--- src/rtl/spi_pkg.sv ---
// Shared definitions for the SPI master: FSM encoding, message-length codes,
// default timing constants and the transfer-length helper.
package spi_pkg;

  typedef enum logic [2:0] {
    IDLE   = 3'd0,
    SETUP  = 3'd1,
    SCK_HI = 3'd2,
    SCK_LO = 3'd3,
    HOLD   = 3'd4,
    GAP    = 3'd5
  } spi_state_t;

  localparam logic [3:0] NO_BY      = 4'd0;
  localparam logic [3:0] ONE_BY     = 4'd1;
  localparam logic [3:0] STD_TWO_BY = 4'd2;
  localparam logic [3:0] THREE_BY   = 4'd3;
  localparam logic [3:0] SIX_BY     = 4'd6;
  localparam logic [3:0] LONG       = 4'd7;

  localparam logic [3:0] MAX_BYTES  = 4'd8;

  localparam int DEF_CLK_DIV_HALF = 8;
  localparam int DEF_CS_SETUP     = 8;
  localparam int DEF_CS_HOLD      = 8;
  localparam int DEF_CS_GAP       = 8;

  // Zero or anything above eight bytes means a full 64-bit transfer.
  function automatic logic [6:0] calc_nbits(input logic [3:0] byte_count);
    logic [3:0] len;
    len = byte_count;
    if (byte_count == NO_BY || byte_count > MAX_BYTES) len = MAX_BYTES;
    return {len, 3'b000};
  endfunction

endpackage

--- src/rtl/spi_clk_gen.sv ---
// Phase timer for the SPI master: one down-counter reloaded on every state
// change, producing end-of-phase and SCK rise/fall strobes.
module spi_clk_gen
  import spi_pkg::*;
#(
  parameter int CLK_DIV_HALF = DEF_CLK_DIV_HALF,
  parameter int CS_SETUP     = DEF_CS_SETUP,
  parameter int CS_HOLD      = DEF_CS_HOLD,
  parameter int CS_GAP       = DEF_CS_GAP
) (
  input  logic       CLK,
  input  logic       rst_n,
  input  logic [2:0] state,
  input  logic [2:0] next_state,
  output logic       phase_done,
  output logic       sck_rise,
  output logic       sck_fall
);

  logic [7:0] cnt;
  logic [7:0] load_val;

  always_comb begin
    load_val = 8'd0;
    case (next_state)
      SETUP:          load_val = 8'(CS_SETUP - 1);
      SCK_HI, SCK_LO: load_val = 8'(CLK_DIV_HALF - 1);
      HOLD:           load_val = 8'(CS_HOLD - 1);
      GAP:            load_val = 8'(CS_GAP - 1);
      default:        load_val = 8'd0;
    endcase
  end

  // Counter holds at zero so a state may linger past its nominal length.
  always_ff @(posedge CLK or negedge rst_n) begin
    if (!rst_n) begin
      cnt <= 8'd0;
    end else if (next_state != state) begin
      cnt <= load_val;
    end else if (cnt != 8'd0) begin
      cnt <= cnt - 8'd1;
    end
  end

  assign phase_done = (cnt == 8'd0);
  assign sck_rise   = phase_done && (state == SETUP || state == SCK_LO);
  assign sck_fall   = phase_done && (state == SCK_HI);

endmodule

--- src/rtl/spi_master.sv ---
// SPI master, CPOL=0 / CPHA=1, 1..8 byte transfers, MSB first, with
// programmable chip-select setup, hold and gap timing.
module spi_master
  import spi_pkg::*;
#(
  parameter int CLK_DIV_HALF = DEF_CLK_DIV_HALF,
  parameter int CS_SETUP     = DEF_CS_SETUP,
  parameter int CS_HOLD      = DEF_CS_HOLD,
  parameter int CS_GAP       = DEF_CS_GAP
) (
  input  logic        CLK,
  input  logic        RST,
  input  logic        start,
  input  logic [3:0]  byte_count,
  input  logic [63:0] tx_data,
  output logic [63:0] rx_data,
  output logic        busy,
  output logic        done,
  output logic        SCK,
  output logic        CSEL,
  output logic        MOSI,
  input  logic        MISO
);

  spi_state_t  state;
  spi_state_t  next_state;
  logic        rst_meta;
  logic        rst_n;
  logic        phase_done;
  logic        sck_rise;
  logic        sck_fall;
  logic        accept;
  logic        cap_pending;
  logic        sck_d;
  logic        csel_d;
  logic        busy_d;
  logic        done_d;
  logic [6:0]  nbits;
  logic [6:0]  bit_cnt;
  logic [63:0] tx_aligned;
  logic [63:0] tx_sr;
  logic [63:0] rx_sr;
  logic        miso_meta;
  logic        miso_sync;
  logic        fall_d1;
  logic        fall_d2;

  // Reset asserts asynchronously but releases only after two clock edges.
  always_ff @(posedge CLK or negedge RST) begin
    if (!RST) begin
      rst_meta <= 1'b0;
      rst_n    <= 1'b0;
    end else begin
      rst_meta <= 1'b1;
      rst_n    <= rst_meta;
    end
  end

  assign nbits       = calc_nbits(byte_count);
  assign tx_aligned  = tx_data << (7'd64 - nbits);
  assign accept      = (state == IDLE) && start;
  assign cap_pending = fall_d1 || fall_d2;

  spi_clk_gen #(
    .CLK_DIV_HALF (CLK_DIV_HALF),
    .CS_SETUP     (CS_SETUP),
    .CS_HOLD      (CS_HOLD),
    .CS_GAP       (CS_GAP)
  ) u_clk_gen (
    .CLK        (CLK),
    .rst_n      (rst_n),
    .state      (state),
    .next_state (next_state),
    .phase_done (phase_done),
    .sck_rise   (sck_rise),
    .sck_fall   (sck_fall)
  );

  // The final fall goes straight to HOLD so CS_HOLD is measured from it;
  // HOLD also waits for the delayed capture of the last MISO bit.
  always_comb begin
    next_state = state;
    sck_d      = 1'b0;
    csel_d     = 1'b1;
    busy_d     = 1'b0;
    done_d     = 1'b0;
    case (state)
      IDLE:    if (start) next_state = SETUP;
      SETUP:   if (phase_done) next_state = SCK_HI;
      SCK_HI:  if (phase_done) next_state = (bit_cnt == 7'd1) ? HOLD : SCK_LO;
      SCK_LO:  if (phase_done) next_state = SCK_HI;
      HOLD:    if (phase_done && !cap_pending) next_state = GAP;
      GAP:     if (phase_done) next_state = IDLE;
      default: next_state = IDLE;
    endcase
    sck_d  = (next_state == SCK_HI);
    csel_d = !(next_state == SETUP || next_state == SCK_HI ||
               next_state == SCK_LO || next_state == HOLD);
    busy_d = (next_state != IDLE);
    done_d = (state == HOLD) && (next_state == GAP);
  end

  always_ff @(posedge CLK or negedge rst_n) begin
    if (!rst_n) begin
      state <= IDLE;
      SCK   <= 1'b0;
      CSEL  <= 1'b1;
      busy  <= 1'b0;
      done  <= 1'b0;
    end else begin
      state <= next_state;
      SCK   <= sck_d;
      CSEL  <= csel_d;
      busy  <= busy_d;
      done  <= done_d;
    end
  end

  // MISO is captured two cycles after the fall strobe, which lines the
  // synchronizer output up with the level present at the fall itself.
  always_ff @(posedge CLK or negedge rst_n) begin
    if (!rst_n) begin
      tx_sr     <= 64'd0;
      rx_sr     <= 64'd0;
      rx_data   <= 64'd0;
      bit_cnt   <= 7'd0;
      MOSI      <= 1'b0;
      miso_meta <= 1'b0;
      miso_sync <= 1'b0;
      fall_d1   <= 1'b0;
      fall_d2   <= 1'b0;
    end else begin
      miso_meta <= MISO;
      miso_sync <= miso_meta;
      fall_d1   <= sck_fall;
      fall_d2   <= fall_d1;
      if (accept) begin
        tx_sr   <= tx_aligned;
        MOSI    <= tx_aligned[63];
        bit_cnt <= nbits;
        rx_sr   <= 64'd0;
      end else begin
        if (sck_rise) MOSI <= tx_sr[63];
        if (sck_fall) begin
          tx_sr   <= {tx_sr[62:0], 1'b0};
          bit_cnt <= bit_cnt - 7'd1;
        end
        if (fall_d2) rx_sr <= {rx_sr[62:0], miso_sync};
      end
      if (done_d) rx_data <= rx_sr;
    end
  end

endmodule

--- config.mk ---
export PLATFORM = sky130hd
export DESIGN_NAME = spi_master
export DESIGN_NICKNAME = d
export VERILOG_FILES = /design/src/rtl/spi_pkg.sv /design/src/rtl/spi_clk_gen.sv /design/src/rtl/spi_master.sv
export SDC_FILE = /design/constraint.sdc
export NUM_CORES = 1
export LEC_CHECK = 0
export CAP_MARGIN = 30
export CORE_ASPECT_RATIO = 1.1
export CORE_MARGIN = 2
export CORE_UTILIZATION = 60
export CTS_CLUSTER_SIZE = 25
export DETAILED_ROUTE_END_ITERATION = 10
export GPL_TIMING_DRIVEN = 0
export PLACE_DENSITY = 0.86
export SLEW_MARGIN = 25
export SYNTH_ARGS = -nofsm -noshare
export SYNTH_HDL_FRONTEND = slang
export SYNTH_HIERARCHICAL = 1
export SYNTH_SLANG_ARGS = --single-unit
--- constraint.sdc ---
create_clock -name CLK -period 17.43 [get_ports CLK]
set_input_delay 1.743 -clock CLK [delete_from_list [all_inputs] [get_ports CLK]]
set_output_delay 1.743 -clock CLK [all_outputs]
set_load 0.01 [all_outputs]
Yosys cells after proc, flatten, opt, wreduce, memory -nomap -nowiden
Cells that the tools add are included.
- add/sub/neg operators: 3
- magnitude comparators: 1
- equal/unequal tests: 12
- shifts and indexed selects: 1
- muxes and demuxes: 19
- reductions and logical operators: 24
- operators with widths (cell ; count):
    2-to-1 mux 64 bit ; 4
    left shift 64 x 7 -> 64 bit ; 1
    2-to-1 mux 3 bit ; 7
    2-to-1 mux 8 bit ; 2
    one-hot mux 3 bit (5 select lines) ; 1
    2-to-1 mux 7 bit ; 2
    == test 3 x 2 -> 1 bit (second input constant) ; 4
    == test 3 bit (second input constant) ; 4
    zero test 8 bit ; 1
    nonzero test 2 bit ; 4
    nonzero test 8 bit ; 1
    subtractor 8 x 1 -> 8 bit (second input constant) ; 1
    == test 7 x 1 -> 1 bit (second input constant) ; 1
    subtractor 7 x 1 -> 7 bit (second input constant) ; 1
    subtractor 7 bit (first input constant) ; 1
    == test 3 x 1 -> 1 bit (second input constant) ; 2
    logical OR 1 bit ; 6
    logical AND 1 bit ; 5
    OR reduction 5 bit ; 1
    greater-than comparator 4 bit (second input constant) ; 1
    zero test 4 bit ; 1
    2-to-1 mux 4 bit ; 1
    zero test 3 bit ; 1
    != test 3 bit ; 1
    other kinds (4) ; 6
- bits in registers: 221
- input port bits: 72
- output and inout bits: 69
- logic and storage cells: 77

Depth between registers and ports, before layout
- depth in word-level cells: 10
- gate-level depth with buffers: 12
- depth with buffers taken out: 12

Modules after synthesis
The synthesis kept the hierarchy.
- by module, submodules not included (module ; times used ; cells an instance ; area each (um^2) ; sequential area each (um^2)):
    spi_master ; 1 ; 1011 ; 10292.4 ; 5331.4
    spi_clk_gen ; 1 ; 60 ; 558.0 ; 200.2

Worst setup path after synthesis
Ideal clock, no wire load.
- path kind: input to register
- start: in byte_count[0]
- end: reg tx_sr[42]
- setup time: 0.137 ns
- arrival time: 3.841 ns
- required time: 17.293 ns
- setup slack: 13.451 ns
- stages on the path: 12
- path buffers: 5
- path through: nor2b_1 > buf_6 > inv_6 > buf_4 > buf_2 > ha_1 > buf_2 > xnor2_2 > buf_2 > mux4_2 > a2bb2oi_1 > a21oi_1
- cells in the longest elaborated chain, start to end: 6
- RTL lines (what ; RTL line ; source):
    from (decl) ; spi_master.sv:14 ; input logic [3:0] byte_count,
    greater-than comparator 4 bit / zero test 4 bit (equally long branches) ; spi_pkg.sv:32 ; if (byte_count == NO_BY || byte_count > MAX_BYTES) len = MAX_BYTES;
    logical OR 1 bit ; spi_pkg.sv:32 ;
    2-to-1 mux 4 bit (*) ; spi_pkg.sv:32 ;
    subtractor 7 bit (*) ; spi_master.sv:60 ; assign tx_aligned = tx_data << (7'd64 - nbits);
    left shift 64 x 7 -> 64 bit (*) ; spi_master.sv:60 ;
    2-to-1 mux 64 bit (*) ; spi_master.sv:137 ; if (accept) begin
    to (signal assigned) ; spi_master.sv:138 ; tx_sr <= tx_aligned;
    to (signal assigned) ; spi_master.sv:145 ; tx_sr <= {tx_sr[62:0], 1'b0};
    to (decl) ; spi_master.sv:41 ; logic [63:0] tx_sr;
Every way passes the cells marked *; elsewhere a longest branch is shown, timed or not.
A chain may end at the register's enable or synchronous reset.

Worst setup path after layout
- start: in byte_count[3]
- end: reg tx_sr[56]
Same word-level chain as after synthesis.

==> flow_summary.toml <==
[layout]
num-fill-cells = 1241
num-nets-final = 1316
seq_area_sq_um = 5540
layout_commonest_cell = "nand2_1"
diodes = 0
drive_above_1_share_pct = 8.84
fin_area_sq_um = 13400
area_delta_synth_final_pct = 23.2
final_util_pct = 75.4
multi_input_area_sq_um = 4910
finalNonFillerCells = 1493
mostFrequentLayoutCells = "nand2_1, dfrtp_1, mux2i_1"

[die]
core_area_sq_um = 17700
io-pin-count = 141
die_area_sq_um = 19200
die_h_um = 145
start_util_pct = 61.2
row_count = 51
die_w_um = 132

[logic_synthesis]
yosysUniqueCellTypes = 62
synth_edf_count = 0
syn_inst = 1071
postSynthAreaPerCell_sq_um = 10.1
ys_ff_latch = 221
yosys_warnings = 6
synth-async-reset-ratio_pct = 100
synthFlopType = "dfrtp_1"
ys_seq_area_share_pct = 51.0
synth.net_count = 1148
syn-cell-area_sq_um = 10900

[clock_tree]
htreeDepth = 1
insertion_delay_ns = 0.49
cts.sinks = 221
clk_pin_slew_ns = 0.06
hold_buffers = 0
cts_tree = "built"
cts_buffer_depth = 3
postCtsSetupRepairBufs = 0
cts-root-buf = "clkbuf_16"
cts_resized = 0
numCtsBuffers = 22

[grt]
grt_pass1_wl_mm = 45.7
grt_max_degree = 55
grt.total_usage_pct = 29.6
grt_pass1_vias = 8954
grt.overflow.total = 0
antenna_found_initial = 0

[pwr]
totalPowerFinal_mw = 1.59
power_density_nw_per_um2 = 119
power.leakage_nw = 5.91
ir_drop_v = 0.0000628

[detailed_routing]
postRouteWirelength_mm = 27.9
drc = 0
drt_iter0_markers = 628
firstDrtPassIters = 5
drtAntennaViolNets = 0
post_drt_wl_per_cell_um = 18.7
vias = 8805
avgViaCountPerCell = 5.90

[worst_hold_path]
hold_class = "reg -> reg"
min_to = "rst_n"
min-delay-start = "rst_meta"
hold_path_depth = 0

[timing]
drv_slew = 0
fin_tns_setup_ns = 0
rsz0062_at_grt = "false"
hold_viol = 0
skew_ns = 0.0139
setup_viol = 0
fmax_mhz = 214
fin_crit_sh_pct = 26.9
slew-limit-headroom_pct = 41.4
hold_slack_ns = 0.347
finalWorstSetupSlack_ns = 12.75
tightestPinTransition_ns = 0.877
period_needed_ns = 4.68

[worst_setup_path]
cp_data_required_time_ns = 17.79
critPathSlowestCell = "clkbuf_1"
critPathLaunchType = "primary input"
crit_type = "in -> reg"
critical_path_arrival_ns = 5.04
reg2reg_from = "u_clk_gen/cnt[0]"
reg2reg_slack_ns = 13.85
critPathMaxFanout = 10
crit_path_frequent_cell = "buf_2"
reg2regPathDepth = 9
timing.critical_path.slowest_cell_delay_ns = 0.58
cp-end-kind = "flop"
cp_cell_sequence = "clkdlybuf4s50_1 -> nor2b_1 -> buf_6 -> inv_6 -> buf_4 -> buf_2 -> ha_1 -> buf_2 -> clkbuf_1 -> mux4_2 -> o22ai_1 -> a21oi_1"
timing.rr.end = "tx_sr[27]"

[placement]
dpl.cell_count = 1453
preCtsSetupSlack_ns = 12.29
globalplace.congestion = 1.03
placed_area_sq_um = 12600
place.detailed.hpwl_mm = 20.4
port_buffers = 140

[status]
status = "complete, no violations"

[flow_run]
drv_cap = 0
Yosys cell counts (3+ instances only):
| library cell | count | area share (%) |
|---|---|---|
| nand2_1 | 251 | 8.7 |
| dfrtp_1 | 220 | 51 |
| mux2i_1 | 147 | 14 |
| nor2_1 | 100 | 3.5 |
| a21oi_1 | 48 | 2.2 |
| o21ai_0 | 32 | 1.5 |
| buf_2 | 29 | 1.3 |
| clkbuf_1 | 28 | 0.97 |
| o22ai_1 | 25 | 1.4 |
| mux4_2 | 22 | 4.6 |
| nand3_1 | 20 | 0.92 |
| inv_1 | 16 | 0.55 |
| a211oi_1 | 9 | 0.62 |
| buf_1 | 9 | 0.31 |
| xnor2_1 | 9 | 0.73 |
| a311oi_1 | 8 | 0.65 |
| o31a_1 | 8 | 0.65 |
| a2bb2oi_1 | 7 | 0.57 |
| nor2b_1 | 7 | 0.40 |
| xor2_1 | 7 | 0.57 |
| nor3_1 | 6 | 0.28 |
| ha_1 | 5 | 0.58 |
| buf_4 | 4 | 0.28 |
| nand2b_1 | 4 | 0.23 |
| o31ai_1 | 3 | 0.21 |
cells by family (layout without fill, tap and decap cells):
kind of cell    Yosys count  after routing  share of synthesized area (%)
buf+inv                  90            274                           3.77
fa+ha+maj                 5              5                          0.577
simple gates            412            412                           15.9
flops                   221            221                           51.0
xor+xnor                 18             18                           1.59
compound gates          153            153                           8.79
mux                     171            171                           18.3
other cells               1              1                         0.0346
layer usage:
| layer | vias up | GRT usage [%] | wire length (um) |
|---|---|---|---|
| met1 | 4303 | 38.5 | 11300 |
| met4 | 0 | 12.8 | 1250 |
| met3 | 70 | 3.56 | 1660 |
| met2 | 387 | 50.3 | 13700 |
| met5 | - | 0 | 0 |
| li1 | 4045 | - | - |
registers in the layout (all words and copies together), names as in the netlist:
signal and cells:
done 1, busy 1, fall_d2 1, rx_sr 64, u_clk_gen/cnt 8, bit_cnt 7
rx_data 64, fall_d1 1, miso_meta 1, tx_sr 64, SCK 1, rst_n 1
rst_meta 1, state 3, miso_sync 1, CSEL 1, MOSI 1
report_power, final:
group          total (mW)  switching (mW)  internal (mW)  leakage [nW]
Sequential          0.746           0.102          0.644          2.89
Combinational       0.376           0.201          0.174          2.67
Clock               0.469           0.191          0.278         0.356
layout make-up:
cell class              count  area share, %
inverters                  18          0.543
multi-input cells         760           36.7
plain buffers              72           2.52
flip-flops and latches    221           41.4
repair buffers            144           11.2
clock inverters             6          0.430
well taps                 238           2.23
clock buffers              34           4.99
worst max-delay path: cells and delay by family:
kind | cells | cell delay, ns
adder cells (fa/ha/maj) | 1 | 0.29
AO/OA/AOI/OAI | 2 | 0.43
buffers and inverters | 7 | 1.92
AND/OR/NAND/NOR | 1 | 0.17
multiplexers | 1 | 0.45
worst max path at each step:
| stage | slack (ns) | end | from | depth (start not counted) |
|---|---|---|---|---|
| floorplan | 10.82 | MOSI | rst_n | 0 |
| global placement | 8.75 | rx_data[58] | rst_n | 0 |
| detailed placement | 12.29 | tx_sr[56] | byte_count[3] | 12 |
| CTS | 12.82 | tx_sr[56] | byte_count[3] | 12 |
| global route | 12.66 | tx_sr[46] | byte_count[3] | 13 |
| finish | 12.75 | tx_sr[56] | byte_count[3] | 12 |
(Power assumes the default switching activity.)
